**config.mk**
```make
export PLATFORM = sky130hd
export DESIGN_NAME = img_rsz_pxl_buf
export DESIGN_NICKNAME = d
export VERILOG_FILES = /design/src/rtl/img_rsz_pkg.sv /design/src/rtl/img_rsz_oh_enc.sv /design/src/rtl/img_rsz_pxl_buf.sv
export SDC_FILE = /design/constraint.sdc
export NUM_CORES = 1
export LEC_CHECK = 0
export CAP_MARGIN = 25
export CORE_MARGIN = 2
export CORE_UTILIZATION = 60
export CTS_BUF_LIST = sky130_fd_sc_hd__clkbuf_4 sky130_fd_sc_hd__clkbuf_8
export CTS_CLUSTER_DIAMETER = 120
export DETAILED_ROUTE_END_ITERATION = 12
export GPL_TIMING_DRIVEN = 0
export PLACE_DENSITY_LB_ADDON = 0.3
export SLEW_MARGIN = 15
export SYNTH_ARGS = -nofsm -noshare
export SYNTH_HDL_FRONTEND = slang
export SYNTH_SLANG_ARGS = --single-unit
```
**constraint.sdc**
```tcl
create_clock -name Clk -period 5.5 [get_ports Clk]
set_clock_uncertainty 0.1 [all_clocks]
set_input_delay 1.375 -clock Clk [delete_from_list [all_inputs] [get_ports Clk]]
set_output_delay 1.375 -clock Clk [all_outputs]
set_load 0.005 [all_outputs]
```
**src/rtl/img_rsz_pkg.sv**
```systemverilog
// Shared resizer types: FSM encoding, entry-count helper, and the default packed pixel type.
// Pure declarations; no timing or backpressure of its own.
package img_rsz_pkg;

    typedef enum logic {
        RSZ_ST_FILL  = 1'b0,
        RSZ_ST_DRAIN = 1'b1
    } rsz_state_e;

    localparam int unsigned RSZ_DEF_PRIM_COLOR_NUM = 1;
    localparam int unsigned RSZ_DEF_PRIM_COLOR_W   = 8;

    // Colour c occupies bits [c*W +: W], matching the compute engine output.
    typedef logic [RSZ_DEF_PRIM_COLOR_NUM*RSZ_DEF_PRIM_COLOR_W-1:0] rsz_pxl_t;

    function automatic int unsigned rsz_entry_num(input int unsigned w, input int unsigned h);
        return w * h;
    endfunction

endpackage

```
**src/rtl/img_rsz_oh_enc.sv**
```systemverilog
// One-hot to binary encoder with a flag that is set only for exactly one bit high.
// Purely combinational; no backpressure.
module img_rsz_oh_enc #(
    parameter int unsigned WIDTH = 8,
    parameter int unsigned IDX_W = (WIDTH > 1) ? $clog2(WIDTH) : 1
) (
    input  logic [WIDTH-1:0] oh_dat,
    output logic [IDX_W-1:0] idx_dat,
    output logic             oh_vld
);

    always_comb begin
        idx_dat = '0;
        for (int i = 0; i < int'(WIDTH); i++) begin
            if (oh_dat[i]) begin
                idx_dat = idx_dat | IDX_W'(i);
            end
        end
    end

    // Clearing the lowest set bit leaves zero only for a single-bit mask.
    assign oh_vld = (oh_dat != '0) && ((oh_dat & (oh_dat - WIDTH'(1))) == '0);

endmodule

```
**src/rtl/img_rsz_pxl_buf.sv**
```systemverilog
// Captures resized pixels by X/Y mask, pulses RszImgComp when the image is full, then streams it row-major.
// Writes land on the presenting edge; output is valid/ready with one beat per cycle, inputs dropped while draining.
module img_rsz_pxl_buf
    import img_rsz_pkg::*;
#(
    parameter int unsigned RSZ_IMG_WIDTH_SIZE  = 8,
    parameter int unsigned RSZ_IMG_HEIGHT_SIZE = 8,
    parameter int unsigned PXL_PRIM_COLOR_NUM  = 1,
    parameter int unsigned PXL_PRIM_COLOR_W    = 8
) (
    input  logic                                         Clk,
    input  logic                                         ResetN,
    input  logic [PXL_PRIM_COLOR_NUM*PXL_PRIM_COLOR_W-1:0] CeRszPxlData,
    input  logic [RSZ_IMG_WIDTH_SIZE-1:0]                CeRszPxlXMsk,
    input  logic [RSZ_IMG_HEIGHT_SIZE-1:0]               CeRszPxlYMsk,
    input  logic                                         CeCompVld,
    output logic                                         RszImgComp,
    output logic [PXL_PRIM_COLOR_NUM*PXL_PRIM_COLOR_W-1:0] RszPxlData,
    output logic                                         RszPxlVld,
    input  logic                                         RszPxlRdy,
    output logic                                         RszPxlLast,
    output logic                                         BufOvf,
    output logic                                         MskErr
);

    localparam int unsigned ENT_NUM = rsz_entry_num(RSZ_IMG_WIDTH_SIZE, RSZ_IMG_HEIGHT_SIZE);
    localparam int unsigned PXL_W   = PXL_PRIM_COLOR_NUM * PXL_PRIM_COLOR_W;
    localparam int unsigned CNT_W   = $clog2(ENT_NUM + 1);
    localparam int unsigned IDX_W   = (ENT_NUM > 1) ? $clog2(ENT_NUM) : 1;
    localparam int unsigned XI_W    = (RSZ_IMG_WIDTH_SIZE > 1) ? $clog2(RSZ_IMG_WIDTH_SIZE) : 1;
    localparam int unsigned YI_W    = (RSZ_IMG_HEIGHT_SIZE > 1) ? $clog2(RSZ_IMG_HEIGHT_SIZE) : 1;

    rsz_state_e         state_q, state_d;
    logic [CNT_W-1:0]   cnt_q, cnt_d;
    logic [ENT_NUM-1:0] bmp_q, bmp_d;
    logic [IDX_W-1:0]   rd_idx_q, rd_idx_d;
    logic               comp_q, comp_d;
    logic               ovf_q, ovf_d;
    logic               msk_err_q, msk_err_d;

    logic [PXL_W-1:0]   mem_q [ENT_NUM];

    logic [XI_W-1:0]    x_idx;
    logic [YI_W-1:0]    y_idx;
    logic               x_oh_vld;
    logic               y_oh_vld;
    logic [IDX_W-1:0]   wr_addr;
    logic               wr_en;
    logic               pxl_vld;
    logic               pxl_last;

    img_rsz_oh_enc #(
        .WIDTH (RSZ_IMG_WIDTH_SIZE),
        .IDX_W (XI_W)
    ) u_x_enc (
        .oh_dat  (CeRszPxlXMsk),
        .idx_dat (x_idx),
        .oh_vld  (x_oh_vld)
    );

    img_rsz_oh_enc #(
        .WIDTH (RSZ_IMG_HEIGHT_SIZE),
        .IDX_W (YI_W)
    ) u_y_enc (
        .oh_dat  (CeRszPxlYMsk),
        .idx_dat (y_idx),
        .oh_vld  (y_oh_vld)
    );

    assign wr_addr  = IDX_W'(32'(y_idx) * RSZ_IMG_WIDTH_SIZE + 32'(x_idx));
    assign pxl_vld  = (state_q == RSZ_ST_DRAIN);
    assign pxl_last = pxl_vld && (rd_idx_q == IDX_W'(ENT_NUM - 1));

    always_comb begin
        state_d   = state_q;
        cnt_d     = cnt_q;
        bmp_d     = bmp_q;
        rd_idx_d  = rd_idx_q;
        comp_d    = 1'b0;
        ovf_d     = ovf_q;
        msk_err_d = msk_err_q;
        wr_en     = 1'b0;

        case (state_q)
            RSZ_ST_FILL: begin
                if (CeCompVld) begin
                    if (x_oh_vld && y_oh_vld) begin
                        wr_en = 1'b1;
                        // A rewrite of an already captured location only refreshes data.
                        if (!bmp_q[wr_addr]) begin
                            bmp_d[wr_addr] = 1'b1;
                            cnt_d          = cnt_q + 1'b1;
                            if (cnt_d == CNT_W'(ENT_NUM)) begin
                                state_d  = RSZ_ST_DRAIN;
                                rd_idx_d = '0;
                                comp_d   = 1'b1;
                            end
                        end
                    end else begin
                        msk_err_d = 1'b1;
                    end
                end
            end
            RSZ_ST_DRAIN: begin
                if (CeCompVld) begin
                    ovf_d = 1'b1;
                end
                if (RszPxlRdy) begin
                    if (pxl_last) begin
                        state_d  = RSZ_ST_FILL;
                        bmp_d    = '0;
                        cnt_d    = '0;
                        rd_idx_d = '0;
                    end else begin
                        rd_idx_d = rd_idx_q + 1'b1;
                    end
                end
            end
            default: begin
                state_d = RSZ_ST_FILL;
            end
        endcase
    end

    always_ff @(posedge Clk or negedge ResetN) begin
        if (!ResetN) begin
            state_q   <= RSZ_ST_FILL;
            cnt_q     <= '0;
            bmp_q     <= '0;
            rd_idx_q  <= '0;
            comp_q    <= 1'b0;
            ovf_q     <= 1'b0;
            msk_err_q <= 1'b0;
        end else begin
            state_q   <= state_d;
            cnt_q     <= cnt_d;
            bmp_q     <= bmp_d;
            rd_idx_q  <= rd_idx_d;
            comp_q    <= comp_d;
            ovf_q     <= ovf_d;
            msk_err_q <= msk_err_d;
        end
    end

    // Pixel storage is deliberately unreset; the bitmap decides what is meaningful.
    always_ff @(posedge Clk) begin
        if (wr_en) begin
            mem_q[wr_addr] <= CeRszPxlData;
        end
    end

    assign RszImgComp = comp_q;
    assign RszPxlVld  = pxl_vld;
    assign RszPxlLast = pxl_last;
    assign RszPxlData = pxl_vld ? mem_q[rd_idx_q] : '0;
    assign BufOvf     = ovf_q;
    assign MskErr     = msk_err_q;

endmodule

```
Yosys cells after proc, flatten, opt, wreduce, memory -nomap -nowiden
Memory sizes are Yosys's and may differ from the RTL's.
Index checks and enable logic that the tools add are counted.

word-level totals
  register bits after elaboration = 81
  memory bits (writable) = 512
  input port bits = 28
  output and inout bits = 13
  logic and storage cells = 92
  memories = 1

memories
  memory  depth  bits a word  read ports  clocked after memory_dff  wr ports  RTL line               source
  mem_q   64     8            1           0                         1         img_rsz_pxl_buf.sv:41  logic [PXL_W-1:0] mem_q [ENT_NUM];

operators by class
  add/sub/neg operators = 5
  magnitude comparators = 2
  equal/unequal tests = 8
  muxes and demuxes = 51
  bitwise operators = 5
  reductions and logical operators = 13

operator list
  operator               count
  $mux W64               5
  $pmux W64 S2           1
  $or A64 B64 Y64        1
  $mux W6                6
  $mux W7                5
  $mux W3                8
  $and A8 B8 Y8          2
  $logic_not A8 Y1       2
  $mux W1                16
  $reduce_bool A8 Y1     2
  $sub A8 B1 Y8 const B  2
  $pmux W7 S2            1
  $ne A2 B2 Y1 const B   6
  $pmux W6 S2            1
  $reduce_and A5 Y1      2
  $mux W2                4
  $mux W8                1
  $add A7 B1 Y7 const B  1
  $eq A7 B7 Y1 const B   1
  $lt A6 B7 Y1 const B   1
  $add A6 B1 Y6 const B  1
  $add A6 B3 Y6          1
  $bmux W1 S6            1
  $demux W1 S6           1
  7 further kinds        12

Longest topological paths before layout
  word-level depth = 17
  gate-level depth with buffers = 11
  depth with buffers taken out = 7

Modules after synthesis
A second synthesis with hierarchy kept.

second synthesis, totals
  cells, all modules = 1173
  area, all modules = 23930.5 um2

modules (own cells, without submodules)
  module           instances  cells each  area each (um2)  seq. area each (um2)
  img_rsz_pxl_buf  1          1145        23695.2          17401.7
  img_rsz_oh_enc   2          14          117.6            0.0

Worst setup path after synthesis
No wires, ideal clock.

  path type = register to output
  start = reg rd_idx_q[0]
  end = out RszPxlData[0]
  arrival = 2.851 ns
  required time = 4.025 ns
  slack = 1.174 ns
  stages on the path, launching flop included = 8
  path buffers = 3
  cell sequence = dfrtp_1 clkbuf_1 clkbuf_1 buf_1 mux4_2 mux4_2 mux4_2 and2_1

on the way
  word-level cells in the longest chain between the ends = 2

RTL lines
  what                    RTL line                source
  from (decl)             img_rsz_pxl_buf.sv:36   logic [IDX_W-1:0] rd_idx_q, rd_idx_d;
  from (signal assigned)  img_rsz_pxl_buf.sv:138  rd_idx_q <= rd_idx_d;
  $mem_v2 Z64 W8          n/a
  $mux W8                 img_rsz_pxl_buf.sv:155  assign RszPxlData = pxl_vld ? mem_q[rd_idx_q] : '0;
  to (decl)               img_rsz_pxl_buf.sv:18   output logic [PXL_PRIM_COLOR_NUM*PXL_PRIM_COLOR_W-1:0] RszPxlData,

Every way passes these cells.

Final worst setup path
  start = reg rd_idx_q[1]
  end = out RszPxlData[0]

Same word-level chain as after synthesis.

==> qor.csv <==
metric,value,unit
status,completed,
synth-simple-area-share,5.01,%
cts_hold_buffers,0,
initial_utilization,61.1,%
die_area,42300,µm²
yosysSeqAreaShare,71.4,%
cts.sinks,593,
multi_input_area,6410,µm²
synth_top_area_share,63.1,%
rsz0062_at_grt,false,
timing.fmax,183,MHz
synth_xor_area_share,0,%
post-route-period-util,99.2,%
layout.nets,1490,
cp-start-kind,flop,
r2r_slack,2.06,ns
vias_per_cell,6.75,
insertion_delay,0.66,ns
hold_viol_final,0,
cp_data_arrival_time,3.98,ns
drtPass1Iterations,5,
power,8.79,mW
synthAdderAreaFrac,0.144,%
final_cells,2055,
dp_hpwl,39600,µm
ir_drop,0.178,mV
fp.dieW,206,µm
numCtsBuffers,93,
post-place-ws,-0.286,ns
layout_setup_ws,0.0437,ns
overflow,0,
rows,73,
io_pins,41,
setup_violations,0,
wl_per_cell,28.8,µm
static-leakage-power,8.81,nW
reg2reg_depth,5,
synth_mux_area_share,15.6,%
synth-edff-count,512,
cp-end-kind,output pin,
root_buffer,clkbuf_8,
syn_avg_cell_area,18.5,µm²
grt_pass1_vias,14000,
placed_cells,1891,
holdPathEnd,BufOvf,
slew_headroom,34.7,%
critPathMaxFanout,10,
cts_tree,built,
grt_antenna_before_repair,0,
gp_congestion,0.949,
clk_path_buf_depth,3,
finalMaxSlewViolations,0,
crit_type,flop to output pin,
drcViolationCount,0,
ys_warn_count,0,
synth_top_family_by_area,multiplexers,
synth-main-ff-cell,edfxtp_1,
drt-total-wl,59200,µm
n_antenna_cell,0,
synth-compound-area-share,5.57,%
reg2reg_from,RszPxlVld,
cap_violations,0,
whs_path_depth,1,
syn_to_final_growth,12.7,%
synthTopCellsByCount,"512 x edfxtp_1, 168 x mux4_2, 81 x dfrtp_1, 77 x nor2_1, 47 x clkbuf_1",
netlist_area,24400,µm²
cts_setup_buffers,0,
seqCellArea,17400,µm²
grt_pass1_wl,89000,µm
drtIter0Drc,1693,
ys_async_sr_fraction,13.7,%
yosysUniqueCellTypes,54,
hold_class,flop to flop,
grt_max_degree,49,
cts.clk_slew.worst_paths,0.06,ns
core-area,39900,µm²
dieHeight,206,µm
syn_nets,1348,
n_fill_cell,2514,
route.vias.total,13900,
ys_ff_latch,593,
ys_top_cells_by_area,"edfxtp_1 63%, mux4_2 16%, dfrtp_1 8.3%",
fin_crit,5.46,ns
tightest_slew,0.979,ns
yosysMostFrequentCell,edfxtp_1,
yosys.area.top_type,edfxtp_1,
io_buffers,39,
required,4.03,ns
ant_nets,0,
r2r-end,mem_q[34][5],
hold_start,BufOvf,
syn_inst,1318,
grtUsageTotal,29.4,%
power_density,320,nW/µm²
layout-drive-gt1-share,25.9,%
htreeDepth,3,
-- state kept, by name, indices dropped and copies added, names as in the netlist --
signal,cells
bmp_q,64
cnt_q,7
MskErr,1
RszPxlVld,1
RszImgComp,1
BufOvf,1
mem_q,512
rd_idx_q,6
-- critical path: stages (launching register included) --
cell and delay, ns:
dfrtp_1 0.53, clkbuf_4 0.35, clkbuf_2 0.34, mux4_2 0.37, mux4_2 0.55, mux4_2 0.50
and2_1 0.21, clkdlybuf4s50_1 0.47
-- cell families (layout without fill, tap and decap cells) --
kind of cell,Yosys count,count (layout)
compound gates,182,182
buf+inv,128,340
fa+ha+maj,3,3
simple gates,243,243
mux,169,169
flops,593,593
-- report_power, final --
part           switching (mW)  internal [mW]
Combinational           0.204          0.120
Sequential            0.00158           4.89
Clock                    1.70           1.88
-- cell type report --
type / count / area share (%)
buffer: 89 / 1.96
multi-input combinational: 597 / 23.3
timing repair buffer: 48 / 1.98
tap: 525 / 2.39
inverter: 38 / 0.519
clock buffer: 120 / 5.47
sequential: 593 / 63.4
clock inverter: 45 / 0.966
-- cells in the final DEF, fill, tap and decap left out, drive strengths merged, types with 4 or more instances in the layout --
master         instances
o21a                  33
or2                    8
o221ai                 8
a41oi                  8
clkinv                39
nor3                  41
nand3                 16
nand2                 35
nor4                   7
dfrtp                 81
mux4                 168
or4                    5
nor2                  78
edfxtp               512
o21ai                 11
clkdlybuf4s50         30
and2                  11
o22ai                  4
inv                   40
a21oi                 37
clkbuf               166
o41ai                 33
o2111ai               25
o31ai                  4
or3                   36
buf                   60
-- repair_timing --
item                                    CTS  global route
resized for setup                        57             3
endpoints found under the setup margin    8             7
gates cloned                              0             0
-- metal layers --
metal	global-route usage, %	vias up	wire, µm
met3	5.27	127	5760
met4	11.4	0	2030
li1	-	5737	-
met1	42.5	7174	22900
met5	0	-	0
met2	45.6	829	28500
-- stage by stage --
step                instance area (µm²)  hold WS [ns]  util [%]  TNS (ns)
floorplan                         24400         0.351         -         0
global placement                  25400         0.341      63.7     -9.76
detailed placement                25600         0.346      64.1    -34.20
CTS                               27500         0.356      68.8         0
global route                      27500         0.394      68.8         0
finish                            27500         0.353      68.8         0
-- worst max path at each step --
stage	from	endpoint	slack [ns]
2_1_floorplan	rd_idx_q[0]	RszPxlData[0]	1.17
3_3_place_gp	rd_idx_q[0]	RszPxlData[3]	-0.21
3_5_place_dp	rd_idx_q[0]	RszPxlData[0]	-0.29
4_1_cts	rd_idx_q[3]	RszPxlData[1]	0.01
5_1_grt	rd_idx_q[1]	RszPxlData[4]	0.002
6_report	rd_idx_q[1]	RszPxlData[0]	0.04
Power figures use the tool's default switching activity.
==> RTL edit (same settings) <==
Make the reset (`ResetN`) synchronous in one clocked block.
--- a/src/rtl/img_rsz_pxl_buf.sv
+++ b/src/rtl/img_rsz_pxl_buf.sv
@@ -123,5 +123,5 @@
     end
 
-    always_ff @(posedge Clk or negedge ResetN) begin
+    always_ff @(posedge Clk) begin
         if (!ResetN) begin
             state_q   <= RSZ_ST_FILL;
Behaviour: not the same (Yosys sat finds a counterexample within 4 cycles, from zero or initial values and one cycle with ResetN low; the reset may be asserted at any time).
==> RTL edit against the original RTL <==
  * Sequential cell count up 6
  * Combinational power down 45%
  * Design area down 0.87%
  * Area after synthesis down 1.9%
  * Wire length down 4.5%
  * Setup slack worse by 0.0017 ns
  * Total power up 3.6%
  * Via count down 2.3%
  * Largest cell class unchanged
==> RTL edit: results (changes against the original RTL) <==
Parameter                              Value

Synth
  Syn nets ... 1355 (+0.52%)
  Largest cells by area after synthesis ... sky130_fd_sc_hd__edfxtp_1, sky130_fd_sc_hd__mux4_2, sky130_fd_sc_hd__dfxtp_1
  Count of cell types in the netlist ... 64 (+19%)
  Average cell area after synthesis ... 18.1 um^2 (-2.3%)
  Total of warnings raised by yosys ... 0 (unchanged)
  Most common library cells after synthesis ... sky130_fd_sc_hd__edfxtp_1, sky130_fd_sc_hd__mux4_2, sky130_fd_sc_hd__nor2_1
  Fraction of the yosys area taken by sequential cells ... 71.6% (+0.17 points)
  Async SR Flop Fraction ... 0% (-14 points)
  Number of enable flip-flop cells after synthesis ... 512 (unchanged)

Critical path
  Top Family by Delay on Critical Path ... simple AND/OR/NAND/NOR gates
  Delay of the slowest critical-path stage ... 0.92 ns (+0.37 ns)
  Slowest cell on crit path ... sky130_fd_sc_hd__nor2_1
  Highest fanout seen on the critical path ... 9 (-1)
  Worst Path Arrival ... 5.62 ns (+1.64 ns)

Cells and area
  Biggest registers after layout ... mem_q: 512 flops, bmp_q: 64 flops, cnt_q: 7 flops
  Share of layout cells above drive strength 1 ... 26.2% (+0.28 points)
  Final layout net count ... 1498 (+0.54%)
  ANT cells ... 0 (unchanged)
  Number of standard cells in the layout, taps in and fillers out ... 2069 (+0.68%)

Timing
  Accumulated negative setup slack ... 0 ns (unchanged)
  Worst max-slew margin expressed relative to the limit ... 26.7% (-8.0 points)

Place
  Gp weighted congestion ... 0.964 (+1.5%)
  Cell Count Post-Placement ... 1896 (+0.26%)
  Post-detailed-placement half-perimeter wirelength ... 37100 um (-6.2%)
  Count of input and output buffers ... 36 (-7.7%)
  Area of placed instances ... 25100 um^2 (-1.8%)
  Worst slack, placed ... -0.472 ns (-0.186 ns)

Clock network
  Maximum level of the CTS H-tree ... 3 (unchanged)
  Clk slew on worst S/H paths ... 0.06 ns (about the same)
  Clock latency reported for the late side of the worst-skew pair ... 0.65 ns
  Number of CTS-inserted buffers ... 94 (+1.1%)
  Clock tree buffer depth ... 3 (unchanged)
  Root Buffer Master ... sky130_fd_sc_hd__clkbuf_8

Global route
  First-pass GRT wire length ... 83500 um (-6.2%)
  Vias in the first global route ... 13100 (-6.1%)
  Number of antenna violations at the first check in global routing ... 1 (+1)
  Largest net degree at the start of global routing ... 49 (unchanged)
  Overall track demand over capacity in global routing ... 27.9% (-1.5 points)

Detailed routing
  DR iter-0 viols ... 1401 (-17%)
  Overall routed net length ... 56500 um (-4.5%)
  Number of detailed-route iterations in the first pass ... 6 (+1)
  Per-cell via count in the routed design ... 6.55 (-2.9%)

Run status
  Run status ... finished, final reports clean

Power and ir drop
  Internal power summed over all cells ... 7.26 mW (+5.4%)
  Worst voltage drop across the vdd grid ... 0.000169 V (-4.7%)
  Leakage ... 8.43 nW (-4.2%)

Worst hold path
  Min-Delay Path Class ... reg2reg
[RTL edit: cell count changes in the layout (fill, tap and decap cells not counted), sizes merged, moves of 27 or more]
cell / before / now
nor3: 41 / 14
or3: 36 / 5
o21a: 33 / 2
dfxtp: 0 / 87
a31oi: 1 / 61
dfrtp: 81 / 0
nor2: 78 / 153
inv: 40 / 7
o41ai: 33 / 1
[RTL edit: area by class of cell]
type	count	area, um^2
tap	525	657
buffer	84	455
timing repair buffer	47	526
inverter	7	26.3
fill	2458	12300
sequential	599	17100
clock buffer	132	1670
multi-input combinational	634	6400
clock inverter	41	364
[RTL edit: power by group through the flow]
stage                     combinational, mW  sequential (mW)  clock (mW)
after global routing                  0.190             4.92        4.24
after CTS                             0.175             4.92        4.05
final                                 0.178             4.92        4.01
after global placement                0.155             5.03           0
after detailed placement              0.175             5.02           0
after floorplan                      0.0547             5.02           0
[RTL edit: repair_timing]
item                                    CTS  global route
pin swaps                                 0             0
resized for setup                        67            10
buffers inserted                          0             0
endpoints found under the setup margin    8            16
hold buffers                              0             0
[RTL edit: per-layer routing]
layer | global-route usage (%) | vias up | share of wire, %
met3 | 5.23 | 121 | 8.5
met2 | 44.8 | 738 | 49
met1 | 38.6 | 6973 | 39
met4 | 11.0 | 2 | 3.4
li1 | - | 5717 | -
met5 | 0 | - | 0.023
[RTL edit: logic make-up (layout without fill, tap and decap cells)]
family	after synthesis	in the layout	synth area share [%]
AOI/OAI and AO/OA	146	146	4.08
xor gates and xnor gates	2	2	0.0732
adders and majority gates	3	3	0.157
buffers and inverters	91	311	1.71
DFF	599	599	71.6
muxes	175	175	16.1
and+or+nand+nor	308	308	6.31
[RTL edit: final timing paths]
check | to | slack, ns | from | cells after the start
max | mem_q[61][0] | 0.04 | CeRszPxlXMsk[7] | 7
max reg2reg | rd_idx_q[1] | 2.31 | bmp_q[40] | 9
min reg2reg | bmp_q[17] | 0.37 | bmp_q[17] | 2
min | bmp_q[17] | 0.37 | bmp_q[17] | 2
[RTL edit: worst reg2reg max path, delay by kind of cell, from the launching register on]
| family | cells | cell delay (ns) |
|---|---|---|
| simple gates | 3 | 1.41 |
| compound gates | 4 | 0.95 |
| mux | 1 | 0.18 |
| buf+inv | 1 | 0.15 |
| flops | 1 | 0.32 |
